**src/rtl/serial_full_sub.sv**
```systemverilog
// serial_full_sub: multi-cycle subtractor, diff = a - b - bin, DIGIT bits per clock, LSB digit first
//   clk, rst          rising-edge clock, synchronous active-high reset
//   start, a, b, bin  request and operands, captured when idle
//   busy, done        run in progress, one-cycle completion pulse
//   diff, barrow, ovf registered result, borrow-out, signed overflow
module serial_full_sub #(
  parameter int WIDTH = 8,
  parameter int DIGIT = 1
) (
  input  logic             clk,
  input  logic             rst,
  input  logic             start,
  input  logic [WIDTH-1:0] a,
  input  logic [WIDTH-1:0] b,
  input  logic             bin,
  output logic             busy,
  output logic             done,
  output logic [WIDTH-1:0] diff,
  output logic             barrow,
  output logic             ovf
);
  localparam int N  = WIDTH / DIGIT;
  localparam int CW = N > 1 ? $clog2(N) : 1;
  if (WIDTH < 1 || DIGIT < 1 || WIDTH % DIGIT != 0) begin : g_chk
    $error("serial_full_sub: DIGIT must divide WIDTH");
  end
  typedef enum logic {IDLE, RUN} state_t;
  state_t           state, state_nx;
  logic [WIDTH-1:0] opa, opb, res, res_nx;
  logic             am, bm, brw, last;
  logic [CW-1:0]    cnt;
  logic [DIGIT-1:0] dd;
  logic [DIGIT:0]   bc;
  assign bc[0] = brw;
  for (genvar g = 0; g < DIGIT; g++) begin : g_cell
    assign dd[g]   = opa[g] ^ opb[g] ^ bc[g];
    assign bc[g+1] = (~opa[g] & opb[g]) | (~(opa[g] ^ opb[g]) & bc[g]);
  end
  // new digit enters at the top so the LSB digit ends up at bit 0 after N steps
  assign res_nx = WIDTH'({dd, res} >> DIGIT);
  assign last   = cnt == CW'(N - 1);
  always_ff @(posedge clk) state <= rst ? IDLE : state_nx;
  always_comb state_nx = state == IDLE ? (start ? RUN : IDLE) : (last ? IDLE : RUN);
  assign busy = state == RUN;
  always_ff @(posedge clk) begin
    if (rst) begin
      opa    <= '0;
      opb    <= '0;
      res    <= '0;
      am     <= 1'b0;
      bm     <= 1'b0;
      brw    <= 1'b0;
      cnt    <= '0;
      done   <= 1'b0;
      diff   <= '0;
      barrow <= 1'b0;
      ovf    <= 1'b0;
    end else begin
      done <= 1'b0;
      if (state == IDLE && start) begin
        opa <= a;
        opb <= b;
        brw <= bin;
        am  <= a[WIDTH-1];
        bm  <= b[WIDTH-1];
        res <= '0;
        cnt <= '0;
      end else if (state == RUN) begin
        opa <= opa >> DIGIT;
        opb <= opb >> DIGIT;
        brw <= bc[DIGIT];
        res <= res_nx;
        cnt <= cnt + 1'b1;
        if (last) begin
          diff   <= res_nx;
          barrow <= bc[DIGIT];
          ovf    <= (am ^ bm) & (res_nx[WIDTH-1] ^ am);
          done   <= 1'b1;
        end
      end
    end
  end
endmodule

```
**config.mk**
```make
export PLATFORM = sky130hd
export DESIGN_NAME = serial_full_sub
export DESIGN_NICKNAME = d
export VERILOG_FILES = /design/src/rtl/serial_full_sub.sv
export SDC_FILE = /design/constraint.sdc
export NUM_CORES = 1
export LEC_CHECK = 0
export ABC_AREA = 1
export BUFFER_PORTS_ARGS = -buffer_cell sky130_fd_sc_hd__buf_2
export CAP_MARGIN = 10
export CORE_ASPECT_RATIO = 1.2
export CORE_MARGIN = 3
export CORE_UTILIZATION = 31
export CTS_CLUSTER_SIZE = 28
export DETAILED_ROUTE_END_ITERATION = 12
export PLACE_DENSITY = 0.53
export SLEW_MARGIN = 20
export SYNTH_ARGS = -nofsm -noshare
export SYNTH_HDL_FRONTEND = slang
export SYNTH_SLANG_ARGS = --single-unit
```
**constraint.sdc**
```tcl
create_clock -name clk -period 3.7 [get_ports clk]
set_input_delay 0.37 -clock clk [delete_from_list [all_inputs] [get_ports clk]]
set_output_delay 0.37 -clock clk [all_outputs]
set_load 0.1 [all_outputs]
```
# Word-level counts from Yosys, hierarchy flattened
# Index checks and enable logic that the tools add are counted.
[classes]
bitwise_logic = 12
reduce_logical = 5
addsub = 1
eq_ne = 1
mux = 10
[op_table]
columns = ["cell", "count"]
rows = [
  ["8-bit 2-to-1 mux", 4],
  ["1-bit 2-to-1 mux", 6],
  ["1-bit inverter", 4],
  ["1-bit bitwise XOR", 4],
  ["3-bit by 1-bit adder with 3-bit output, second input constant", 1],
  ["1-bit bitwise AND", 3],
  ["3-bit equality test, second input constant", 1],
  ["3-bit AND reduction", 1],
  ["3-bit OR reduction", 1],
  ["2-bit nonzero test", 1],
  ["2-bit OR reduction", 1],
  ["1-bit logical AND", 1],
  ["1-bit OR", 1],
]
[word_totals]
register_bits = 42
wordCells = 41
inputBits = 20
output_inout_bits = 12

# Logic depth before layout (Yosys ltp)
# Gate-level depths: netlist of the first run.
[logic_depth]
depth_word = 6
depth_mapped = 7

# Least setup slack after synthesis of the first run
# OpenSTA, ideal clock, no wires.
[synth_timing]
path_kind = "register to register"
from = "register state (netlist: busy)"
to = "register opb[4]"
synth_period_minus_slack_ns = 1.831
setup_slack_ns = 1.869
arrival_ns = 1.721
setup_time_ns = 0.110
path_buffers = 1
path_stages_with_launch = 7
path_cell_list = "dfxtp_1 > inv_1 > buf_2 > nand3_1 > nand3_1 > nand2_1 > inv_1"
[synth_via]
elab_chain_cells = 3
[synth_lines]
columns = ["item", "line", "rtl"]
rows = [
  ["start, declared", "28", "state_t state, state_nx;"],
  ["start signal, assigned", "42", "always_ff @(posedge clk) state <= rst ? IDLE : state_nx;"],
  ["1-bit inverter", "60", "if (state == IDLE && start) begin"],
  ["1-bit logical AND", "60", ""],
  ["8-bit 2-to-1 mux / 2-bit nonzero test (equally long branches)", "n/a", ""],
  ["end signal, assigned", "70", "opb <= opb >> DIGIT;"],
  ["end, declared", "29", "logic [WIDTH-1:0] opa, opb, res, res_nx;"],
]
# Several ways; a longest one is shown, not always the timed one.
# A chain may end at the register's enable or synchronous reset.

# Final worst setup path of the first run
[layout_timing]
from = "register state (netlist: busy)"
to = "output port busy"
[layout_lines]
columns = ["item", "line", "rtl"]
rows = [
  ["end, declared", "16", "output logic busy,"],
]
# No word-level cell between the ends.

==> results.toml, run 1 <==
[clock_tree]
post_cts.repair.setup_buffers = 0
cts_num_sinks = 41
clock_path_buffers = 2
cts_buffers = 5
cts_resized = 0
cts_tree = "done"
h-tree-depth = 2
clockRootBuffer = "clkbuf_8"
clk_latency_ns = 0.29
hold_buffers = 0
path_clk_slew_ns = 0.08

[global_route]
grt_first_pass_wirelength_um = 5934
grt_max_degree = 26
grt.total_usage_pct = 11.90
grt_pass1_vias = 1335
antenna_found_initial = 0
overflow = 0

[synthesis]
ys_seq_elements = 41
synth_cells = 234
yosysMostFrequentCell = "nand2_1"
avgSynthCellArea_um2 = 7.336
synth_edf_count = 0
synth_nets = 258
ys_seq_area_share_pct = 47.81
ys_warn_count = 0
synthFlopType = "dfxtp_1"
netlist_top_cells_area = "dfxtp_1 48%, nand2_1 17%, nand3_1 11%"
yosysTopAreaCellShare_pct = 47.81
yosysUniqueCellTypes = 19
netlist_top_cells_count = "79 x nand2_1, 41 x dfxtp_1, 39 x nand3_1"
synth-async-reset-ratio_pct = 0
synth_area_um2 = 1717
yosysTopAreaCell = "dfxtp_1"

[placement]
dp_hpwl_um = 2304
place_congestion = 0.7088
port_buffers = 31

[timing]
min_period_ns = 1.611
finalMaxSlewViolations = 0
timing.hold.ws_ns = 0.3376
rsz0062_at_grt = "false"
tns_ns = 0
slew_headroom_pct = 46.83
tightest_slew_ns = 0.7923
finalHoldViolCount = 0
setup_violations = 0
skew_ns = 0.008296
fin_crit_sh_pct = 43.55
fmax_mhz = 620.6

[drt]
drtIter0Drc = 67
wirelength_um = 3492
drc_errors = 0
dr.pass1.iters = 4
routed-wl-met2_um = 1625
maxUsedRoutingLayer = "met4"
viasPerCell = 4.550
vias = 1465
route.met3.wl_um = 151
postRouteAntennaNets = 0
drt-met1-wl_um = 1682
wl_per_cell_um = 10.84

[floorplanning]
core_area_um2 = 5334
dieArea_um2 = 6470
start_util_pct = 32.18
fp-row-count = 29
die_w_um = 73.93
die_y_um = 87.52
boundaryPins = 32

[cells_and_area]
nFillCells = 583
n_antenna_cell = 0
drive_gt1_share_pct = 16.15
areaGrowthSynthToFinish_pct = 15.31
fin_nets = 284

[critical_path]
worst-path-buf-inv = 1
rr_worst_depth = 3
crit_required_ns = 3.33
critical_path.max_stage_delay_ns = 0.48
arrival_ns = 1.24
cp_max_fo = 8
crit_family = "buffers and inverters"
cp.depth = 1
crit_slowest_cell = "buf_2"
critPathKind = "reg2out"
path_cells = "buf_2"
cp-start-kind = "flop"
end_kind = "primary output"

[min_path]
hold_path_depth = 3
hold_class = "in2reg"

[status]
status = "finished clean"

[run]
drv_cap = 0

[power_and_ir_drop]
power_leakage_nw = 0.9716
peakVddDrop_mv = 0.1743
power_density_nw_per_um2 = 452.1
final timing paths:
path / start / endpoint / slack, ns
max reg2reg: busy / bm / 2.10
min: b[7] / opb[7] / 0.34
min reg2reg: res[1] / res[1] / 0.46
max: busy / busy / 2.09
stage by stage:
stage	util, %	worst slack, ns	cells	cell area [um2]	power [W]
after global routing	37.11	1.883	322	1979	0.0009375
after global placement	35.16	1.781	315	1876	0.0005587
final	37.11	2.089	322	1979	0.0008948
after CTS	37.11	2.045	322	1979	0.0009095
after detailed placement	35.16	1.729	315	1876	0.0005602
after floorplan	-	1.869	234	1717	0.0005392
placed cells by master, fill, tap and decap left out:
| cell type | Yosys | layout |
|---|---|---|
| o21ai_1 | 1 | 1 |
| nand3_1 | 39 | 39 |
| ha_1 | 3 | 3 |
| nor2_4 | 1 | 1 |
| fa_1 | 1 | 1 |
| xnor2_1 | 1 | 1 |
| buf_4 | 2 | 1 |
| clkbuf_8 | 0 | 5 |
| inv_1 | 27 | 27 |
| dfxtp_1 | 41 | 41 |
| a211oi_1 | 1 | 1 |
| nand2_2 | 1 | 1 |
| nor2_1 | 4 | 4 |
| buf_2 | 8 | 31 |
| a21oi_1 | 16 | 16 |
| o21ai_0 | 5 | 5 |
| clkinv_2 | 1 | 2 |
| nand2_1 | 79 | 79 |
| bufinv_16 | 0 | 1 |
cell type report:
type                    count  area [um2]  share of cell area (%)
flip-flops and latches     41       820.8                   41.47
multi-input cells         152       708.2                   35.78
repair buffers             32       162.7                   8.217
inverters                  28       106.4                   5.373
well taps                  62       77.57                   3.919
clock buffers               5       68.82                   3.477
clock inverters             2       35.03                   1.770
routing by layer:
metal | vias up | GRT usage [%]
met5 | - | 0
met4 | 0 | 5.107
met3 | 5 | 3.002
met2 | 24 | 19.84
met1 | 656 | 14.37
li1 | 780 | -
flip-flops by register name, summed over array words and instances, names as in the netlist:
| signal | flops |
|---|---|
| busy | 1 |
| bm | 1 |
| diff | 8 |
| opb | 8 |
| barrow | 1 |
| cnt | 3 |
| done | 1 |
| opa | 8 |
| res | 7 |
| am | 1 |
| brw | 1 |
| ovf | 1 |
power breakdown:
part | switching [W] | internal (W) | leakage [nW]
clock network | 0.000150 | 0.000196 | 0.0540
registers | 0.00000899 | 0.000456 | 0.334
logic | 0.0000553 | 0.0000287 | 0.584
cell families after synthesis:
kind of cell | synth area share (%)
AO/OA/AOI/OAI | 6.851
XOR/XNOR | 0.5103
adder cells (fa/ha/maj) | 3.353
buffers and inverters | 10.93
flip-flops | 47.81
AND/OR/NAND/NOR | 30.54
Note: power is estimated with default switching activity, not from simulation.
==> run 2: changes to the inputs <==
- ABC_AREA: 1 -> 0
- PLACE_DENSITY: 0.53 -> 0.54
- clock period: 3.7 -> 1.4 ns (I/O delays scaled with it)
==> run 2 against run 1 <==
The run now ends with negative setup slack left. Sequential power increased to 2.7 times the previous value. Hold slack got worse by 0.24 ns. Cell count is 15% lower. Via count fell by 14%. Global-route usage is 0.81 points lower. Non-clock buffer count grew 11. Clock skew decreased by 0.0016 ns. Combinational power rose to 3.7 times the previous value. Clock-buffer cell count up 2. Critical path depth up 3.
==> results.toml, run 2 <==
[cells_and_area]
final_cells = 273
drive_gt1_share_pct = 33.65
largestRegisters = "diff (8), opa (8), opb (8)"
areaGrowthSynthToFinish_pct = 24.23
nFillCells = 544
fin_nets = 234
n_antenna_cell = 0
mostFrequentLayoutCell = "dfxtp_1"
mostFrequentLayoutCells = "39 x dfxtp_1, 30 x buf_2, 27 x nor2_1, 25 x mux2i_1, 20 x nand2_1"

[drt]
dr.pass1.iters = 4
drc_errors = 0
postRouteAntennaNets = 0
wl_per_cell_um = 11.63
viasPerCell = 4.597
wirelength_um = 3176
drtIter0Drc = 28
vias = 1255

[critical_path]
arrival_ns = 1.73
crit_required_ns = 1.61
cp-startpoint = "opb[0]"
crit_slowest_cell = "fa_1"
rr_worst_depth = 4
end_kind = "flop"
critPathKind = "reg2reg"
cp.depth = 4
critical_path.max_stage_delay_ns = 0.46
r2r_start = "opb[0]"
crit_family = "adder cells"
cp-start-kind = "flop"
cp_max_fo = 2
worst-path-buf-inv = 1
path_cells = "inv_2 -> fa_1 -> or3b_1 -> a311oi_2"

[timing]
tightest_slew_ns = 0.4921
rsz0062_at_grt = "true"
setup_ws_ns = -0.1216
finalHoldViolCount = 0
timing.hold.ws_ns = 0.1001
setup_violations = 1
fin_crit_sh_pct = 108.7
min_period_ns = 1.522
finalMaxSlewViolations = 0
slew_headroom_pct = 67.42
skew_ns = 0.006650
fmax_mhz = 657.2

[status]
status = "finished, violations left"
violations = "negative setup slack"

[power_and_ir_drop]
p_clk_share_pct = 35.1
peakVddDrop_mv = 0.6648
pwr-share-comb_pct = 13.0
power_w = 0.002396
p_seq_share_pct = 51.9
power.switching_w = 0.0005702
switching_share_pct = 23.80
power_density_nw_per_um2 = 1111
power_leakage_nw = 0.9416
p_int_w = 0.001826

[clock_tree]
clock_path_buffers = 2
post_cts.repair.setup_buffers = 0
cts_tree = "done"
cts_buffers = 5
cts_num_sinks = 41
clk_latency_ns = 0.29
path_clk_slew_ns = 0.07
h-tree-depth = 2
clockRootBuffer = "clkbuf_8"

[global_route]
grt_first_pass_wirelength_um = 5444
grt.total_usage_pct = 11.10
antenna_found_initial = 0
grt_max_degree = 24
grt_pass1_vias = 1182
overflow = 0

[synthesis]
yosysTopAreaCellShare_pct = 47.30
synth-async-reset-ratio_pct = 0
ys_seq_elements = 41
ys_seq_area_share_pct = 47.30
yosysMostFrequentCell = "dfxtp_1"
ys_warn_count = 0
synth_cells = 171
netlist_top_cells_area = "dfxtp_1 47%, mux2i_1 14%, nor2_1 5.8%"
synth_nets = 195
yosysTopAreaCell = "dfxtp_1"
avgSynthCellArea_um2 = 10.15
yosysUniqueCellTypes = 27
netlist_top_cells_count = "41 x dfxtp_1, 27 x nor2_1, 25 x mux2i_1"
synth_edf_count = 0
synthFlopType = "dfxtp_1"
synth_area_um2 = 1735

[floorplanning]
start_util_pct = 32.32
die_w_um = 74.30
boundaryPins = 32
die_y_um = 87.96
fp-row-count = 29
dieArea_um2 = 6535
core_area_um2 = 5370

[placement]
port_buffers = 31
place_ws_ns = -0.1286
placedCellCount = 265
place_congestion = 0.6695
dp_hpwl_um = 2299

[min_path]
hold_path_depth = 3
hold_class = "in2reg"
min_from = "b[7]"

[run]
drv_cap = 0
run 2: metrics by stage:
| stage | setup TNS, ns | util [%] | instance area, um2 |
|---|---|---|---|
| floorplan | -0.09982 | - | 1739 |
| global placement | -0.08476 | 37.98 | 2039 |
| detailed placement | -0.1286 | 37.98 | 2039 |
| CTS | -0.1367 | 39.89 | 2142 |
| global route | -0.1949 | 40.14 | 2156 |
| finish | -0.1216 | 40.14 | 2156 |
run 2: per-layer routing:
metal | global-route usage, % | part of all wire [%] | vias to the layer above
met5 | 0 | 0 | -
met4 | 6.311 | 2.5 | 0
met3 | 3.444 | 5.4 | 8
met2 | 16.69 | 44 | 33
met1 | 13.96 | 48 | 562
li1 | - | - | 652
run 2: power groups by stage:
stage / logic [W] / registers, W / clock network [W]
CTS: 0.000317 / 0.00124 / 0.000882
global placement: 0.000313 / 0.00127 / 0
global route: 0.000345 / 0.00125 / 0.000935
detailed placement: 0.000316 / 0.00127 / 0
finish: 0.000312 / 0.00124 / 0.000841
floorplan: 0.000214 / 0.00127 / 0
run 2: worst paths after layout:
path,end,slack [ns]
worst max-delay path,ovf,-0.12
worst min-delay path,bm,0.10
worst max register to register,ovf,-0.12
worst min register to register,diff[3],0.45
run 2: cell type report:
type / count / area, um2 / area share, %
Multi-Input combinational cell: 117 / 845.8 / 39.23
Sequential cell: 41 / 825.8 / 38.31
Timing Repair Buffer: 43 / 297.8 / 13.81
Clock buffer: 7 / 96.34 / 4.469
Tap cell: 62 / 77.57 / 3.598
Inverter: 2 / 7.507 / 0.3482
Clock inverter: 1 / 5.005 / 0.2322
run 2: logic make-up (layout without fill, tap and decap cells):
logic type	count (synthesis)	count (layout)	share of synthesized area [%]
and+or+nand+nor	58	58	14.35
DFF	41	41	47.30
muxes	39	39	24.80
AOI/OAI and AO/OA	15	15	4.975
buffers and inverters	13	53	4.759
adders and majority gates	4	4	3.317
xor gates and xnor gates	1	1	0.5048
run 2: timing repair:
action / CTS / global route
endpoints found under the hold margin: 0 / 0
hold buffers: 0 / 0
resized for setup: 2 / 4
endpoints found under the setup margin: 1 / 9
pin swaps: 1 / 0
run 2: worst reg2reg max path, delay by kind of cell (launching register included):
kind            cells  cell delay [ns]
compound gates      1             0.23
fa+ha+maj           1             0.46
buf+inv             1             0.04
flops               1             0.34
simple gates        1             0.37
==> run 3: changes to the inputs <==
- CORE_UTILIZATION: 31 -> 45
- PLACE_DENSITY: 0.54 -> 0.72
==> run 3 against run 2 <==
Sequential power barely moved. Register-to-register slack improved by 0.02 ns. Critical endpoint unchanged. Hold slack improved by 0.015 ns. Die area fell by 29%. Cell count fell by 4.4%. Highest routed layer unchanged. The flow still finishes with violations (negative setup slack). Global-route usage rose by 3.9 points. Non-clock buffer count fell by 2. Largest cell class unchanged. Fmax rose by 1.1%. Critical path depth did not move.
==> results.toml, run 3 (same netlist as run 2, synthesis figures left out) <==
[global_route]
grt_max_degree = 21
busiest_layer = "met2"
grt_first_pass_wirelength_um = 5478
grt_pass1_vias = 1255
grtUsageMet1_pct = 16.12
use_met3_pct = 4.985
antenna_found_initial = 0
grt.total_usage_pct = 15.01
use_met2_pct = 27.61
overflow = 0

[power_and_ir_drop]
peakVddDrop_mv = 0.6679
power_density_nw_per_um2 = 1132
power_leakage_nw = 0.9105

[timing]
min_period_ns = 1.505
finalMaxSlewViolations = 0
setup_ws_ns = -0.1051
skew_ns = 0.003137
tightest_slew_ns = 0.4902
setup_violations = 1
rsz0062_at_grt = "true"
fmax_mhz = 664.4
slew_headroom_pct = 67.54
timing.hold.ws_ns = 0.1156
finalHoldViolCount = 0
fin_crit_sh_pct = 107.5

[clock_tree]
clk_latency_ns = 0.29
hold_buffers = 0
path_clk_slew_ns = 0.07
cts_buffers = 5
clockRootBuffer = "clkbuf_8"
h-tree-depth = 2
cts_tree = "done"
clock_path_buffers = 2
cts_num_sinks = 41

[cells_and_area]
final_cells = 261
drive_gt1_share_pct = 33.01
finalInstanceArea_um2 = 2093
mostFrequentLayoutCell = "dfxtp_1"
n_antenna_cell = 0
fin_nets = 232
mostFrequentLayoutCells = "38 x dfxtp_1, 30 x buf_2, 27 x nor2_1, 25 x mux2i_1, 20 x nand2_1"
largestRegisters = "diff (8), opa (8), opb (8)"
nFillCells = 353
utilization_pct = 57.14
areaGrowthSynthToFinish_pct = 20.62

[critical_path]
critPathKind = "reg2reg"
arrival_ns = 1.70
cp-start-kind = "flop"
cp_max_fo = 2
crit_required_ns = 1.60
end_kind = "flop"

[floorplanning]
fp-row-count = 24
boundaryPins = 32
die_y_um = 74.03
start_util_pct = 47.37
dieArea_um2 = 4641
die_w_um = 62.69
core_area_um2 = 3664

[status]
status = "finished, violations left"
violations = "negative setup slack"

[placement]
port_buffers = 31
placedCellCount = 253
place_ws_ns = -0.1185
placed_area_um2 = 1987
dp_hpwl_um = 2245
place_congestion = 0.7254

[drt]
wl_per_cell_um = 11.72
viasPerCell = 4.774
postRouteAntennaNets = 0
vias = 1246
drtIter0Drc = 13
drc_errors = 0
dr.pass1.iters = 4
wirelength_um = 3060

[run]
drv_cap = 0

[min_path]
hold_class = "in2reg"
-- run 3: what timing repair did --
item,4_1_cts,5_1_grt
setup buffers,0,0
endpoints found under the setup margin,1,9
gates resized for setup,3,2
hold endpoints to repair,0,0
pin swaps,0,0
-- run 3: final timing paths --
path            from      end  slack, ns  cells after the start
min reg2reg  diff[1]  diff[1]       0.45                      2
min             a[7]       am       0.12                      3
max              brw      ovf      -0.11                      4
max reg2reg      brw      ovf      -0.11                      4
-- run 3: through the flow --
stage | total power [W] | setup TNS, ns
4_1_cts | 0.002403 | -0.1147
6_report | 0.002369 | -0.1051
5_1_grt | 0.002489 | -0.1998
3_3_place_gp | 0.001568 | -0.08071
2_1_floorplan | 0.001486 | -0.09982
3_5_place_dp | 0.001577 | -0.1185
-- run 3: layer usage --
layer / share of wire [%] / up-vias
met5: 0 / -
met4: 0.98 / 0
met3: 5.4 / 4
met2: 50 / 29
met1: 44 / 570
li1: - / 643
-- run 3: final cells by class --
cell class | count | area, um2 | share of cell area, %
Tap cell | 52 | 65.06 | 3.108
Inverter | 2 | 7.507 | 0.3586
Timing Repair Buffer | 41 | 257.7 | 12.31
Sequential cell | 41 | 827.0 | 39.51
Multi-Input combinational cell | 117 | 834.6 | 39.87
Clock inverter | 1 | 5.005 | 0.2391
Clock buffer | 7 | 96.34 | 4.603
-- run 3: critical path, stage by stage, from the launching register on --
cell and delay, ns:
dfxtp_2 0.33, inv_2 0.04, fa_1 0.46, or3b_1 0.36, a311oi_1 0.24
-- run 3: where the power goes --
group	switching (W)	internal (W)
combinational	0.000143	0.000163
sequential	0.0000317	0.00121
clock	0.000375	0.000445
